--- config.mk ---
export PLATFORM = sky130hd
export DESIGN_NAME = aes256_ctr_arbiter
export DESIGN_NICKNAME = d
export VERILOG_FILES = /design/src/rtl/aes256_ctr_arbiter.sv
export SDC_FILE = /design/constraint.sdc
export NUM_CORES = 1
export LEC_CHECK = 0
export BUFFER_PORTS_ARGS = -buffer_cell sky130_fd_sc_hd__buf_2
export CAP_MARGIN = 20
export CORE_AREA = 2 2 411 413
export CTS_CLUSTER_SIZE = 10
export DETAILED_ROUTE_END_ITERATION = 8
export DIE_AREA = 0 0 413 415
export PLACE_DENSITY = 0.33
export RECOVER_POWER = 50
export SETUP_SLACK_MARGIN = 0.02
export SLEW_MARGIN = 25
export SYNTH_ARGS = -nofsm -noshare
export SYNTH_HDL_FRONTEND = slang
export SYNTH_SLANG_ARGS = --single-unit
--- constraint.sdc ---
create_clock -name clk -period 1.99 [get_ports clk]
set_input_delay 0.0995 -clock clk [delete_from_list [all_inputs] [get_ports clk]]
set_output_delay 0.0995 -clock clk [all_outputs]
set_load 0.03 [all_outputs]
--- src/rtl/aes256_ctr_arbiter.sv ---
// Packet-granular round-robin arbiter sharing one AES-256 CTR core among NUM_REQ
// AXI-Stream requesters; requests pass with zero latency, results route back to the owner.

module aes256_ctr_arbiter #(
    parameter int NUM_REQ = 4,
    parameter int ID_W    = 2
) (
    input  logic                      clk,
    input  logic                      rst_n,
    input  logic [NUM_REQ-1:0]        req_axis_tvalid,
    output logic [NUM_REQ-1:0]        req_axis_tready,
    input  logic [NUM_REQ-1:0]        req_axis_tlast,
    input  logic [NUM_REQ-1:0]        req_axis_tuser,
    input  logic [NUM_REQ-1:0][127:0] req_axis_tdata,
    input  logic [NUM_REQ-1:0][15:0]  req_axis_tkeep,
    output logic                      core_s_axis_tvalid,
    output logic [127:0]              core_s_axis_tdata,
    output logic [15:0]               core_s_axis_tkeep,
    output logic                      core_s_axis_tlast,
    output logic                      core_s_axis_tuser,
    input  logic                      core_s_axis_tready,
    input  logic                      core_m_axis_tvalid,
    input  logic [127:0]              core_m_axis_tdata,
    input  logic [15:0]               core_m_axis_tkeep,
    input  logic                      core_m_axis_tlast,
    output logic                      core_m_axis_tready,
    output logic [NUM_REQ-1:0]        rsp_axis_tvalid,
    input  logic [NUM_REQ-1:0]        rsp_axis_tready,
    output logic [127:0]              rsp_axis_tdata,
    output logic [15:0]               rsp_axis_tkeep,
    output logic                      rsp_axis_tlast,
    output logic                      busy,
    output logic [ID_W-1:0]           grant_id,
    output logic                      protocol_err
);

    typedef enum logic [1:0] {IDLE, FWD, DRAIN} state_e;

    localparam logic [1:0]      HDR_DONE  = 2'd3;
    localparam logic [ID_W-1:0] LAST_INIT = ID_W'(NUM_REQ - 1);

    state_e          state_q, state_d;
    logic [ID_W-1:0] grant_q, grant_d;
    logic [ID_W-1:0] last_grant_q, last_grant_d;
    logic [1:0]      hdr_q, hdr_d;
    logic            perr_q, perr_d;

    logic            in_fire, out_fire;
    logic [ID_W-1:0] rr_idx, rr_cand;
    logic            rr_found;

    assign in_fire  = (state_q == FWD) && req_axis_tvalid[grant_q] && core_s_axis_tready;
    assign out_fire = (state_q != IDLE) && core_m_axis_tvalid && rsp_axis_tready[grant_q];

    // Round robin: first valid requester strictly after the last one served, with wrap.
    always_comb begin
        rr_idx   = '0;
        rr_cand  = '0;
        rr_found = 1'b0;
        for (int i = 1; i <= NUM_REQ; i++) begin
            rr_cand = ID_W'((int'(last_grant_q) + i) % NUM_REQ);
            if (!rr_found && req_axis_tvalid[rr_cand]) begin
                rr_found = 1'b1;
                rr_idx   = rr_cand;
            end
        end
    end

    // NOTE: sequential state uses non-blocking assignments so every flop samples pre-edge values.
    always_ff @(posedge clk or negedge rst_n) begin
        if (!rst_n) begin
            state_q      <= IDLE;
            grant_q      <= '0;
            last_grant_q <= LAST_INIT;
            hdr_q        <= '0;
            perr_q       <= 1'b0;
        end else begin
            state_q      <= state_d;
            grant_q      <= grant_d;
            last_grant_q <= last_grant_d;
            hdr_q        <= hdr_d;
            perr_q       <= perr_d;
        end
    end

    // NOTE: every signal gets a hold/default value first so no path infers a latch.
    always_comb begin
        state_d      = state_q;
        grant_d      = grant_q;
        last_grant_d = last_grant_q;
        hdr_d        = hdr_q;
        perr_d       = perr_q;
        case (state_q)
            IDLE: begin
                if (rr_found) begin
                    grant_d = rr_idx;
                    hdr_d   = '0;
                    state_d = FWD;
                end
            end
            FWD: begin
                if (in_fire) begin
                    if (hdr_q != HDR_DONE) begin
                        hdr_d = hdr_q + 2'd1;
                        if (req_axis_tlast[grant_q]) perr_d = 1'b1;
                    end else if (req_axis_tlast[grant_q]) begin
                        state_d = DRAIN;
                    end
                end
                // The core closing a result stream before the request ended is a violation.
                if (out_fire && core_m_axis_tlast) begin
                    perr_d  = 1'b1;
                    state_d = IDLE;
                end
            end
            DRAIN: begin
                if (out_fire && core_m_axis_tlast) begin
                    state_d      = IDLE;
                    last_grant_d = grant_q;
                end
            end
            default: state_d = IDLE;
        endcase
    end

    always_comb begin
        req_axis_tready    = '0;
        core_s_axis_tvalid = 1'b0;
        core_s_axis_tdata  = '0;
        core_s_axis_tkeep  = '0;
        core_s_axis_tlast  = 1'b0;
        core_s_axis_tuser  = 1'b0;
        core_m_axis_tready = 1'b0;
        rsp_axis_tvalid    = '0;
        rsp_axis_tdata     = '0;
        rsp_axis_tkeep     = '0;
        rsp_axis_tlast     = 1'b0;
        if (state_q == FWD) begin
            core_s_axis_tvalid       = req_axis_tvalid[grant_q];
            core_s_axis_tdata        = req_axis_tdata[grant_q];
            core_s_axis_tkeep        = req_axis_tkeep[grant_q];
            core_s_axis_tuser        = req_axis_tuser[grant_q];
            core_s_axis_tlast        = req_axis_tlast[grant_q] && (hdr_q == HDR_DONE);
            req_axis_tready[grant_q] = core_s_axis_tready;
        end
        if (state_q != IDLE) begin
            rsp_axis_tvalid[grant_q] = core_m_axis_tvalid;
            core_m_axis_tready       = rsp_axis_tready[grant_q];
            rsp_axis_tdata           = core_m_axis_tdata;
            rsp_axis_tkeep           = core_m_axis_tkeep;
            rsp_axis_tlast           = core_m_axis_tlast;
        end
    end

    assign busy         = (state_q != IDLE);
    assign grant_id     = grant_q;
    assign protocol_err = perr_q;

endmodule

Word level (Yosys, flattened, before mapping):

Index checks and enable logic that the tools add are counted.

* register bits after elaboration: 9
* input bits: 741
* output and inout port bits: 305
* logic and storage cells: 109

* add/subtract/negate cells: 5
* magnitude comparators: 6
* equal/unequal tests: 11
* mux-type cells: 56
* bitwise operators: 2
* reductions and logical operators: 24

Operators by type and width (number)
* 128-bit two-way mux: 3
* 128-bit binary-select mux with 2-bit select: 1
* 16-bit two-way mux: 3
* 16-bit binary-select mux with 2-bit select: 1
* 2-bit two-way mux: 13
* 1-bit two-way mux: 22
* 1-bit binary-select mux with 2-bit select: 8
* 2-bit by 3-bit < comparator with 1-bit output, second input constant: 5
* 1-bit logical AND: 10
* 2-bit nonzero test: 5
* 4-bit bitwise AND: 2
* 4-bit two-way mux: 2
* 2-bit != test, second input constant: 4
* 4-bit AND reduction: 2
* 2-bit by 1-bit adder with 2-bit output, second input constant: 3
* 3-bit by 2-bit != test with 1-bit output, second input constant: 2
* 2-bit case mux with 3 select lines: 1
* 5-bit AND reduction: 1
* 2-bit adder, second input constant: 2
* 2-bit == test, second input constant: 2
* 2-bit case mux with 2 select lines: 1
* 2-bit AND reduction: 2
* 1-bit zero test: 3
* 3-bit by 1-bit != test with 1-bit output, second input constant: 1
* other kinds (5): 5

Logic depth before layout (Yosys ltp):

* word-level depth: 15
* gate-level depth with buffers: 6
* mapped depth without buffers: 4

Least setup slack after synthesis:

OpenSTA, ideal clock, no wires.

* kind: register to output
* start: reg grant_q[0] (netlist: grant_id[0])
* end: out core_s_axis_tdata[0]
* arrival time: 1.806 ns
* required time: 1.891 ns
* setup slack: 0.084 ns
* cell stages (with the launch flop): 6
* path buffers: 3
* path through: dfrtp_1 -> buf_6 -> buf_6 -> buf_6 -> mux4_2 -> and2_1

* word-level cells in the longest chain between the ends: 3

RTL lines
* from (decl): RTL line 43 `logic [ID_W-1:0] grant_q, grant_d;`
* from (signal assigned): RTL line 79 `grant_q <= grant_d;`
* 128-bit binary-select mux with 2-bit select: RTL line 140 `core_s_axis_tdata = req_axis_tdata[grant_q];`
* 128-bit two-way mux (implied by the code): RTL line 140
* 128-bit two-way mux: RTL line 138 `if (state_q == FWD) begin`
* to (decl): RTL line 17 `output logic [127:0] core_s_axis_tdata,`

Every way passes these cells. The select of a mux whose other input is x is not followed.

Worst setup path after layout:

* start: reg grant_q[0] (netlist: grant_id[0])
* end: reg last_grant_q[0]

* word-level cells in the longest chain between the ends: 5

RTL lines
* 1-bit binary-select mux with 2-bit select: RTL line 53 `assign out_fire = (state_q != IDLE) && core_m_axis_tvalid && rsp_axis_tready[grant_q];`
* 1-bit two-way mux (implied by the code): RTL line 53
* 1-bit logical AND: RTL line 53
* 1-bit logical AND: RTL line 117 `if (out_fire && core_m_axis_tlast) begin`
* 2-bit AND reduction (no line)
* to (signal assigned): RTL line 80 `last_grant_q <= last_grant_d;`
* to (decl): RTL line 44 `logic [ID_W-1:0] last_grant_q, last_grant_d;`

Several ways; a longest one is shown, not always the timed one. The select of a mux whose other input is x is not followed.
A chain may end at the register's enable or synchronous reset.

==> flow_results.xml <==
<?xml version="1.0" encoding="UTF-8"?>
<metrics>
  <group name="clock_tree">
    <metric name="cts_sinks" unit="">9</metric>
    <metric name="clkTransAtPathRegs" unit="ps">40</metric>
    <metric name="cts_tree" unit="">done</metric>
    <metric name="clock_insertion_delay_worst_skew" unit="ps">240</metric>
    <metric name="cts_inserted_buffers" unit="">3</metric>
    <metric name="ctsRootBufferMaster" unit="">clkbuf_16</metric>
    <metric name="cts.path.max_buffers" unit="">2</metric>
    <metric name="cts_htree_levels" unit="">1</metric>
  </group>
  <group name="routing">
    <metric name="first_pass_iters" unit="">5</metric>
    <metric name="first_iter_violations" unit="">1157</metric>
    <metric name="via_count" unit="">11900</metric>
    <metric name="top_signal_layer_used" unit="">met5</metric>
    <metric name="met2WireLength" unit="mm">61.4</metric>
    <metric name="dr_wl_met3" unit="mm">18.6</metric>
    <metric name="final_antenna_net_count" unit="">0</metric>
    <metric name="via_to_cell_ratio" unit="">3.03</metric>
    <metric name="wire_length_on_met1" unit="mm">46.8</metric>
    <metric name="drt_drc_violations_left" unit="">0</metric>
    <metric name="wl_per_cell" unit="µm">34.0</metric>
    <metric name="wire_length_after_detailed_routing" unit="mm">134</metric>
  </group>
  <group name="final_layout">
    <metric name="layout_cell_share_with_drive_strength_beyond_1" unit="%">87.6</metric>
    <metric name="final_util" unit="%">10.4</metric>
    <metric name="layout.nets" unit="">2379</metric>
    <metric name="layoutNonFillerInstCount" unit="">3934</metric>
    <metric name="flow.area_growth_from_synthesis" unit="%">184</metric>
    <metric name="design_area" unit="µm²">17300</metric>
    <metric name="fill_cell_instance_count_of_the_final_layout" unit="">19400</metric>
  </group>
  <group name="power_and_ir_drop">
    <metric name="peakVddDrop" unit="mV">0.533</metric>
    <metric name="power.density" unit="nW/µm²">1520</metric>
    <metric name="static-leakage-power" unit="µW">0.00766</metric>
  </group>
  <group name="floorplanning">
    <metric name="die_w" unit="µm">413</metric>
    <metric name="die_height" unit="µm">415</metric>
    <metric name="coreArea" unit="µm²">167000</metric>
    <metric name="io_pins" unit="">1046</metric>
    <metric name="fp-row-count" unit="">150</metric>
    <metric name="total_die_area" unit="µm²">171000</metric>
    <metric name="floorplan.initialDensity" unit="%">3.65</metric>
  </group>
  <group name="logic_synthesis">
    <metric name="synth.yosys.warnings" unit="">0</metric>
    <metric name="synth-async-reset-ratio" unit="%">100</metric>
    <metric name="synth_common_cells" unit="">and2_1, mux4_2, clkbuf_1</metric>
    <metric name="number_of_synthesized_flops_with_an_enable_pin" unit="">0</metric>
    <metric name="netlist_area" unit="µm²">6090</metric>
    <metric name="synth.largest_area_cell" unit="">mux4_2</metric>
    <metric name="synthesis.area_per_instance" unit="µm²">10.6</metric>
    <metric name="synth_top_area_share" unit="%">54.8</metric>
    <metric name="yosys.cell_count.top_type" unit="">and2_1</metric>
    <metric name="synth.lib_cells_used.distinct" unit="">32</metric>
    <metric name="syn-instance-count" unit="">572</metric>
    <metric name="primary_flip_flop_cell_chosen_by_synthesis_mapping" unit="">dfrtp_1</metric>
    <metric name="ys_ff_latch" unit="">9</metric>
    <metric name="ys_top_cells_by_area" unit="">mux4_2, and2_1, dfrtp_1</metric>
    <metric name="synth_fp_nets" unit="">1314</metric>
    <metric name="synth.yosys.seq_area_share" unit="%">3.74</metric>
  </group>
  <group name="job">
    <metric name="max_cap_viol_count" unit="">0</metric>
  </group>
  <group name="global_routing">
    <metric name="grt_pass1_vias" unit="">11100</metric>
    <metric name="grt_first_pass_wirelength" unit="mm">156</metric>
    <metric name="grt_use_total" unit="%">14.8</metric>
    <metric name="grt_start_max_net_pins" unit="">74</metric>
    <metric name="grt.overflow.total" unit="">0</metric>
    <metric name="initial_antenna_violation_count" unit="">301</metric>
  </group>
  <group name="sta">
    <metric name="max_clock_freq" unit="MHz">456</metric>
    <metric name="fin_hold_ws" unit="ps">243</metric>
    <metric name="report.final.slew_viol_count" unit="">0</metric>
    <metric name="post-route-period-util" unit="%">110</metric>
    <metric name="setup_total_negative_slack" unit="ps">-17480</metric>
    <metric name="tightest_slew" unit="ps">778</metric>
    <metric name="relSlewSlack" unit="%">48.3</metric>
    <metric name="hold_viol" unit="">0</metric>
    <metric name="setup_violations" unit="">149</metric>
    <metric name="rsz0062_at_grt" unit="">true</metric>
    <metric name="setup_slack_of_the_critical_path_after_layout" unit="ps">-205</metric>
    <metric name="clock_period_minus_worst_slack" unit="ps">2190</metric>
    <metric name="timing.clock.skew" unit="ps">0.974</metric>
  </group>
  <group name="run_status">
    <metric name="run_status" unit="">complete, but fails checks</metric>
    <metric name="violations" unit="">setup timing</metric>
  </group>
  <group name="setup_path">
    <metric name="critical_path.reg2reg.startpoint" unit="">grant_id[0]</metric>
    <metric name="cp_cell_sequence" unit="">buf_12 &gt; buf_16 &gt; buf_4 &gt; mux4_2 &gt; and4_4 &gt; nand3_4 &gt; mux2_4</metric>
    <metric name="timing.critical_path.from" unit="">grant_id[0]</metric>
    <metric name="timing.critical_path.required" unit="ps">2160</metric>
    <metric name="cpMaxStageDelayCell" unit="">dfrtp_4</metric>
    <metric name="endpoint_kind" unit="">flop</metric>
    <metric name="crit_path_category" unit="">reg2reg</metric>
    <metric name="crit_arrival" unit="ps">2360</metric>
    <metric name="start_kind" unit="">flop</metric>
    <metric name="crit_path_max_fanout" unit="">5</metric>
    <metric name="max_stage_delay" unit="ps">510</metric>
  </group>
  <group name="placement">
    <metric name="detailed_place.area" unit="µm²">14900</metric>
    <metric name="gp_routability_congestion" unit="">1.04</metric>
    <metric name="dp_cells" unit="">3801</metric>
    <metric name="detailed_place_hpwl" unit="mm">123</metric>
    <metric name="buffer_ports.inserted" unit="">1045</metric>
  </group>
  <group name="hold_path">
    <metric name="worst_hold_start" unit="">req_axis_tvalid[2]</metric>
    <metric name="hold_path.class" unit="">in2reg</metric>
  </group>
</metrics>
cells in the final DEF, fill, tap and decap left out, drive strengths merged:
master and count:
nand2b 3, dfrtp 7, buf 1117, mux4 148, or3b 1, diode 94, a31oi 2, and4 1
and2 292, dfstp 2, o22a 1, mux2i 3, a21oi 2, inv 2, nor3 2, dlygate4sd3 1
clkbuf 12, and3b 1, nor2 15, nand3 2, nor2b 2, ha 1, a211o 1, or2 2
o31ai 2, a21o 1, nand2 6, mux2 2, o21a 1, a2bb2oi 2, o2bb2ai 2
state kept, by name (all words and copies together), names as in the netlist:
signal        count
protocol_err      1
last_grant_q      2
state_q           2
hdr_q             2
grant_id          2
final timing paths:
| kind | to | slack (ps) | cells after the start |
|---|---|---|---|
| hold reg to reg | hdr_q[1] | 530 | 1 |
| setup reg to reg | last_grant_q[0] | -200 | 7 |
| setup / recovery | last_grant_q[0] | -200 | 7 |
| hold / removal | grant_id[0] | 240 | 3 |
| max in group asynchronous | grant_id[0] | 1090 | 2 |
| min in group asynchronous | grant_id[1] | 410 | 2 |
critical path, delay by kind of cell, from the launching register on:
| family | cells | cell delay [ps] |
|---|---|---|
| buffers and inverters | 3 | 450 |
| flip-flops | 1 | 510 |
| multiplexers | 2 | 810 |
| AND/OR/NAND/NOR | 2 | 340 |
stage by stage:
| step | power, µW | setup WS [ps] |
|---|---|---|
| detailed placement | 20300 | -213 |
| global placement | 20300 | -200 |
| global route | 27300 | -234 |
| floorplan | 11800 | 84.4 |
| finish | 26300 | -205 |
| CTS | 26300 | -242 |
area by class of cell:
type                            count  area, µm²  share of cell area, %
Tap cell                         2204       2760                   15.9
Sequential cell                     9        236                   1.37
Multi-Input combinational cell    495       5910                   34.2
Timing Repair Buffer             1126       8070                   46.7
Clock buffer                        4       78.8                  0.456
Antenna cell                       94        235                   1.36
Inverter                            2       7.51                 0.0434
kinds of logic after synthesis:
logic type	share of synthesized area (%)
mux	55.6
buf+inv	5.90
compound gates	1.73
simple gates	32.8
fa+ha+maj	0.206
flops	3.74
where the power goes:
part	switching, µW	internal, µW	leakage (µW)
clock	105	270	0.0000387
combinational	13700	11900	0.00752
sequential	71.1	249	0.0000983
metal layers:
metal	GRT usage, %	vias up
met5	0	-
met4	4.09	198
met3	8.57	456
met2	24.5	1080
met1	15.8	5775
li1	-	4422
what timing repair did:
item                                    in CTS  in global routing
buffers inserted                            19                  7
endpoints found under the hold margin        9                  0
resized for setup                          487                 22
cloned                                       9                  5
pin swaps                                   61                 21
endpoints found under the setup margin     158                191
hold buffers                                 1                  0
Power figures use the tool's default switching activity.
